### src/rtl/serial_adder_pkg.sv
// Shared definitions for the bit-serial adder controller: the default
// operand width and the controller state encoding.
package serial_adder_pkg;

  localparam int unsigned DEFAULT_WIDTH = 8;

  typedef enum logic [1:0] {
    ST_IDLE = 2'd0,
    ST_ADD  = 2'd1,
    ST_DONE = 2'd2
  } state_e;

endpackage : serial_adder_pkg

### src/rtl/full_adder.sv
// One-bit full adder: the single datapath cell that the serial controller
// reuses once per operand bit.
module full_adder (
  input  logic a_i,
  input  logic b_i,
  input  logic c_i,
  output logic s_o,
  output logic c_o
);

  assign s_o = a_i ^ b_i ^ c_i;
  assign c_o = (a_i & b_i) | (a_i & c_i) | (b_i & c_i);

endmodule : full_adder

### src/rtl/serial_adder_ctrl.sv
// Bit-serial adder controller. Operands are captured on an accepted start,
// then one full adder consumes one bit per clock, LSB first. The finished
// sum and carry are published together with a one-cycle done pulse and
// held until the next operation completes.
module serial_adder_ctrl
  import serial_adder_pkg::*;
#(
  parameter int unsigned WIDTH = DEFAULT_WIDTH
) (
  input  logic             clk_in,
  input  logic             rst_n_in,
  input  logic             start_in,
  input  logic [WIDTH-1:0] a_in,
  input  logic [WIDTH-1:0] b_in,
  input  logic             c_in,
  output logic             busy_out,
  output logic             done_out,
  output logic [WIDTH-1:0] sum_out,
  output logic             carry_out
);

  // Counter must be able to hold WIDTH-1 and the value it increments to.
  localparam int unsigned     CNT_W    = $clog2(WIDTH + 1);
  localparam logic [CNT_W-1:0] CNT_LAST = CNT_W'(WIDTH - 1);

  state_e           state_q;
  logic [WIDTH-1:0] a_sh_q, b_sh_q, s_sh_q;
  logic [WIDTH-1:0] a_sh_d, b_sh_d, s_sh_d;
  logic             cy_q;
  logic [CNT_W-1:0] cnt_q;
  logic [WIDTH-1:0] sum_q;
  logic             carry_q;
  logic             busy_q;
  logic             done_q;

  logic             sum_bit_d;
  logic             carry_d;

  // Bit-slice datapath: current LSBs of both operands plus the running carry.
  full_adder u_fa (
    .a_i (a_sh_q[0]),
    .b_i (b_sh_q[0]),
    .c_i (cy_q),
    .s_o (sum_bit_d),
    .c_o (carry_d)
  );

  // Next values of the shift registers for one ADD step; the new sum bit
  // enters at the MSB so that after WIDTH steps bit 0 holds the first result.
  always_comb begin
    // NOTE: every variable gets a default before any conditional logic so
    // no path leaves it unassigned, which would infer a latch.
    a_sh_d            = a_sh_q >> 1;
    b_sh_d            = b_sh_q >> 1;
    s_sh_d            = s_sh_q >> 1;
    s_sh_d[WIDTH-1]   = sum_bit_d;
  end

  // Controller FSM with counter, shift registers and registered outputs.
  always_ff @(posedge clk_in or negedge rst_n_in) begin
    if (!rst_n_in) begin
      // NOTE: sequential state uses non-blocking assignments only, so every
      // register samples pre-edge values regardless of statement order.
      state_q <= ST_IDLE;
      a_sh_q  <= '0;
      b_sh_q  <= '0;
      s_sh_q  <= '0;
      cy_q    <= 1'b0;
      cnt_q   <= '0;
      sum_q   <= '0;
      carry_q <= 1'b0;
      busy_q  <= 1'b0;
      done_q  <= 1'b0;
    end else begin
      case (state_q)
        ST_IDLE: begin
          if (start_in) begin
            a_sh_q  <= a_in;
            b_sh_q  <= b_in;
            cy_q    <= c_in;
            cnt_q   <= '0;
            busy_q  <= 1'b1;
            state_q <= ST_ADD;
          end
        end

        ST_ADD: begin
          a_sh_q <= a_sh_d;
          b_sh_q <= b_sh_d;
          s_sh_q <= s_sh_d;
          cy_q   <= carry_d;
          cnt_q  <= cnt_q + CNT_W'(1);
          if (cnt_q == CNT_LAST) begin
            // The last bit is folded in on this same edge.
            sum_q   <= s_sh_d;
            carry_q <= carry_d;
            done_q  <= 1'b1;
            state_q <= ST_DONE;
          end
        end

        ST_DONE: begin
          done_q  <= 1'b0;
          busy_q  <= 1'b0;
          state_q <= ST_IDLE;
        end

        // Unreachable encoding: return to IDLE, leave outputs untouched.
        default: state_q <= ST_IDLE;
      endcase
    end
  end

  assign busy_out  = busy_q;
  assign done_out  = done_q;
  assign sum_out   = sum_q;
  assign carry_out = carry_q;

endmodule : serial_adder_ctrl
### config.mk
export PLATFORM = sky130hd
export DESIGN_NAME = serial_adder_ctrl
export DESIGN_NICKNAME = d
export VERILOG_FILES = /design/src/rtl/serial_adder_pkg.sv /design/src/rtl/full_adder.sv /design/src/rtl/serial_adder_ctrl.sv
export SDC_FILE = /design/constraint.sdc
export NUM_CORES = 1
export LEC_CHECK = 0
export BUFFER_PORTS_ARGS = -buffer_cell sky130_fd_sc_hd__buf_2
export CAP_MARGIN = 10
export CORE_ASPECT_RATIO = 0.7
export CORE_UTILIZATION = 40
export DETAILED_ROUTE_END_ITERATION = 7
export PLACE_DENSITY = 0.57
export SLEW_MARGIN = 20
export SYNTH_ARGS = -nofsm -noshare
export SYNTH_HDL_FRONTEND = slang
export SYNTH_SLANG_ARGS = --single-unit
### constraint.sdc
create_clock -name clk_in -period 3.9 [get_ports clk_in]
set_input_delay 0.585 -clock clk_in [delete_from_list [all_inputs] [get_ports clk_in]]
set_output_delay 0.585 -clock clk_in [all_outputs]
set_load 0.05 [all_outputs]
### Word level (Yosys, flattened, before mapping)

Index checks and enable logic that the tools add are counted.

| storage, ports and cells | value |
|---|---|
| flip-flop bits (word level) | 42 |
| latch bits | 0 |
| bits in writable memories | 0 |
| bits in read-only memories | 0 |
| memories | 0 |

| cells by class | value |
|---|---|
| add/sub/neg operators | 1 |
| multiply operators | 0 |
| divide/modulo/power cells | 0 |
| magnitude comparators | 0 |
| equal/unequal tests | 5 |
| shift-type cells | 0 |
| multiplexer cells | 15 |
| bitwise logic cells | 7 |
| reduce and logical (&&, ||, !) cells | 9 |

Operator list:

| cell | count |
|---|---|
| $pmux W8 S2 | 2 |
| $mux W8 | 2 |
| $reduce_and A2 Y1 | 5 |
| $pmux W4 S2 | 1 |
| $pmux W1 S2 | 3 |
| $reduce_bool A2 Y1 | 3 |
| $add A4 B1 Y4 const B | 1 |
| $eq A4 B3 Y1 const B | 1 |
| $mux W2 | 2 |
| $mux W4 | 1 |
| $ne A2 B2 Y1 const B | 2 |
| $pmux W2 S2 | 1 |
| $and A1 B1 Y1 | 3 |
| $mux W1 | 3 |
| $eq A2 B1 Y1 const B | 1 |
| $eq A2 B2 Y1 const B | 1 |
| $logic_not A2 Y1 | 1 |
| $or A1 B1 Y1 | 2 |
| $xor A1 B1 Y1 | 2 |

### Longest topological paths before layout

| logic depth | value |
|---|---|
| depth after elaboration | 4 |
| gate-level depth with buffers | 5 |

### By module

A second synthesis with hierarchy kept.

| unflattened totals | value |
|---|---|
| cells, all modules | 142 |
| area total of the unflattened synthesis | 1761.7 µm² |

Modules (own cells, without submodules):

| module | times used | cells an instance | area each (µm²) |
|---|---|---|---|
| serial_adder_ctrl | 1 | 141 | 1741.7 |
| full_adder | 1 | 1 | 20.0 |

### Worst setup path before layout

No wires, ideal clock.

| timing path | value |
|---|---|
| path kind | flip-flop to flip-flop |
| start point | reg cnt_q[0] |
| end point | reg carry_q (netlist: carry_out) |
| library setup time | 0.128 ns |
| arrival time | 1.290 ns |
| required time | 3.772 ns |
| path slack | 2.482 ns |
| cell stages (with the launch flop) | 6 |
| buffers on the path | 1 |
| period minus slack after synthesis | 1.418 ns |
| path through | dfrtp_1 -> ha_1 -> nand2_1 -> nor3_2 -> buf_4 -> mux2_1 |

| between the ends | value |
|---|---|
| longest elaborated chain between the ends | 2 |

Ends and longest elaborated chain:

| what | RTL line | RTL |
|---|---|---|
| start, declared | serial_adder_ctrl.sv:30 | `logic [CNT_W-1:0] cnt_q;` |
| start signal, assigned | serial_adder_ctrl.sv:92 | `cnt_q <= cnt_q + CNT_W'(1);` |
| $eq A4 B3 Y1 | serial_adder_ctrl.sv:93 | `if (cnt_q == CNT_LAST) begin` |
| $reduce_and A2 Y1 (no source line) | n/a |  |
| end signal, assigned | serial_adder_ctrl.sv:96 | `carry_q <= carry_d;` |
| end, declared | serial_adder_ctrl.sv:32 | `logic carry_q;` |

Every way passes these cells.
A chain may end at the register's enable or synchronous reset.

### Worst setup path after layout

| timing path | value |
|---|---|
| start point | reg state_q[0] |
| end point | reg sum_q[0] (netlist: sum_out[0]) |

| between the ends | value |
|---|---|
| longest elaborated chain between the ends | 2 |

Ends and longest elaborated chain:

| what | RTL line | RTL |
|---|---|---|
| start, declared | serial_adder_ctrl.sv:26 | `state_e state_q;` |
| start signal, assigned | serial_adder_ctrl.sv:64 | `state_q <= ST_IDLE;` |
| start signal, assigned | serial_adder_ctrl.sv:83 | `state_q <= ST_ADD;` |
| start signal, assigned | serial_adder_ctrl.sv:98 | `state_q <= ST_DONE;` |
| $eq A2 B1 Y1 | serial_adder_ctrl.sv:75 | `case (state_q)` |
| $reduce_and A2 Y1 (no source line) | n/a |  |
| end signal, assigned | serial_adder_ctrl.sv:95 | `sum_q <= s_sh_d;` |
| end, declared | serial_adder_ctrl.sv:31 | `logic [WIDTH-1:0] sum_q;` |

Every way passes these cells.

==> flow_summary_export.csv <==
group,metric,value,unit
floorplan,initial_core_util,42.73,%
synthesis,synthXorXnorAreaFrac,0,%
detailed_routing,ant_nets,0,
detailed_routing,vias_per_cell,5.072,
layout,layout_commonest_cell,"dfrtp_1",
pwr,ir_drop,407.4,µV
sta,worstMarginPinSlew,867.9,ps
clock_tree,cts_tree,"built",
layout,area_delta_synth_final,15.45,%
synthesis,synthAdderAreaFrac,1.895,%
grt,overflow,0,
clock_tree,ctsResizeCount,0,
synthesis,syn-mean-instance-area,10.93,µm²
synthesis,syn-cell-area,0.001717,mm²
sta,fmax,0.4189,GHz
detailed_routing,num_vias,1202,
synthesis,synthMuxAreaShare,5.904,%
floorplan,die-area,0.004562,mm²
clock_tree,post-cts-setup-buffer-count,0,
detailed_routing,drt_iter0_markers,69,
worst_setup_path,cp_max_fo,22,
pwr,power_density,786.3,mW/mm²
synthesis,ys_seq_elements,41,
layout,drive_gt1_share,22.16,%
clock_tree,clockRootBuffer,"clkbuf_8",
sta,tns,0,ps
clock_tree,clk_path_buf_depth,2,
layout,nNetsFinal,206,
pwr,p_leak,0.0009552,µW
worst_setup_path,endpoint_kind,"flop",
worst_setup_path,start_kind,"flop",
layout,antennaDiodeCount,0,
worst_hold_path,min_path_type,"in2async",
worst_setup_path,arrival,2560,ps
worst_setup_path,critPathSlowestCell,"dfrtp_1",
floorplan,io_pins,31,
sta,slew_violations,0,
synthesis,yosysWarnings,0,
synthesis,synth_top_family_by_area,"compound AO/OA/AOI/OAI gates",
placement,gp_congestion,0.7556,
job,max_cap_violations,0,
floorplan,die_height,56.81,µm
detailed_routing,wl_per_cell,13.51,µm
sta,setup_viol,0,
grt,grt_max_degree,42,
synthesis,synth_simple_gate_area_share,12.61,%
clock_tree,h-tree-depth,2,
worst_setup_path,required,4080,ps
sta,clock_skew,3.182,ps
clock_tree,clkSinkCount,41,
layout,final_cell_mix,"dfrtp_1, nand2_1, buf_2",
status,status,"finished clean",
synthesis,synth_compound_area_share,16.40,%
floorplan,rows,19,
clock_tree,ctsHoldBuffers,0,
synthesis,synthCells,157,
sta,rsz0062_at_grt,"no",
grt,antenna_found_initial,0,
clock_tree,path_clk_slew,80,ps
grt,grt_pass1_wl,5.623,mm
worst_setup_path,max_stage_delay,780,ps
clock_tree,clock_latency,290,ps
sta,fin_crit,2387,ps
placement,dp_hpwl,2.243,mm
sta,period_share,61.21,%
clock_tree,numCtsBuffers,5,
detailed_routing,drt_first_pass_iters,4,
floorplan,die_x,80.30,µm
synthesis,yosysUniqueCellTypes,28,
sta,hold_violations,0,
placement,port_buffers,30,
worst_setup_path,crit_type,"reg2reg",
synthesis,syn_nets,179,
synthesis,seq_area_frac_synth,59.77,%
detailed_routing,wl,3.203,mm
worst_setup_path,path_cells,"nand2b_1, nor3_2, mux2_2",
sta,relSlewSlack,42.14,%
grt,grt.total_usage,16.49,%
layout,utilization,49.33,%
detailed_routing,drc,0,
grt,grt_pass1_vias,1197,
floorplan,core,0.004018,mm²
## layer usage
metal	vias up	share of wire (%)	track usage [%]
li1	597	-	-
met1	580	51	23.24
met2	20	43	23.32
met3	5	4.3	5.041
met4	0	1.2	7.143
met5	-	0	0
## per-stage QoR
step	instances	cell area, µm²	total power, µW	setup WS, ps	hold slack, ps
3_3_place_gp	229	1881	1251	1536	455.7
5_1_grt	237	1982	1678	1227	499.0
3_5_place_dp	229	1881	1277	1473	469.4
4_1_cts	237	1982	1576	1481	444.7
6_report	237	1982	1558	1513	406.7
2_1_floorplan	157	1717	1134	2482	289.4
## worst max-delay path: cells and delay by family, from the launching register on
family        cells  cell delay (ps)
simple gates      2             1090
flops             1              780
mux               1              410
## flip-flops by register name, summed over array words and instances (netlist names)
register / count
a_sh_q: 8
b_sh_q: 8
sum_out: 8
s_sh_q: 7
cnt_q: 4
state_q: 2
busy_out: 1
carry_out: 1
cy_q: 1
done_out: 1
## area by class of cell
class / count / area, µm²
Inverter: 2 / 7.507
Tap cell: 52 / 65.06
Clock buffer: 7 / 96.34
Timing Repair Buffer: 30 / 150.1
Sequential cell: 41 / 1026
Clock inverter: 1 / 5.005
Multi-Input combinational cell: 104 / 631.9
Fill cell: 374 / 2036
## cell usage after synthesis
cell type	n	area (µm²)
nor3_2	1	10.01
nand2b_1	1	6.260
nor2b_1	4	25.02
and2b_1	1	7.510
a21o_1	1	7.510
dfrtp_1	41	1026
buf_4	2	15.01
mux2_1	8	90.09
or3_1	1	6.260
a22o_1	2	17.52
o21ai_0	18	90.09
a22oi_1	14	105.1
ha_1	1	12.51
nand3_1	1	5.000
fa_1	1	20.02
clkbuf_1	3	11.26
o21bai_2	1	11.26
a31oi_1	1	6.260
o21a_1	1	7.510
buf_2	5	25.02
o21bai_1	1	7.510
inv_1	2	7.510
mux2_2	1	11.26
a32o_1	1	10.01
a41oi_1	1	8.760
a21oi_1	2	10.01
nand2_1	40	150.1
and2_1	1	6.260
## report_power, final
group / leakage [µW] / internal (µW) / switching, µW / total, µW
combinational: 0.000374 / 187 / 365 / 551
sequential: 0.000527 / 586 / 122 / 708
clock: 0.0000542 / 160 / 139 / 299
total: 0.000955 / 932 / 626 / 1560
## cell families (layout without fill, tap and decap cells)
logic type | after synthesis | count (layout)
AOI/OAI and AO/OA | 43 | 43
adders and majority gates | 2 | 2
buffers and inverters | 12 | 40
DFF | 41 | 41
muxes | 9 | 9
and+or+nand+nor | 50 | 50
## final timing paths
kind                       cells past startpoint  startpoint  slack (ps)    endpoint
min in group clk_in                            1    done_out         480    done_out
max in group asynchronous                      1    rst_n_in        2940   s_sh_q[6]
min                                            1    rst_n_in         410   s_sh_q[1]
max                                            3  state_q[0]        1510  sum_out[0]
max reg2reg                                    3  state_q[0]        1510  sum_out[0]
min reg2reg                                    1    done_out         480    done_out
No activity file was read; power rests on OpenSTA's default activity.
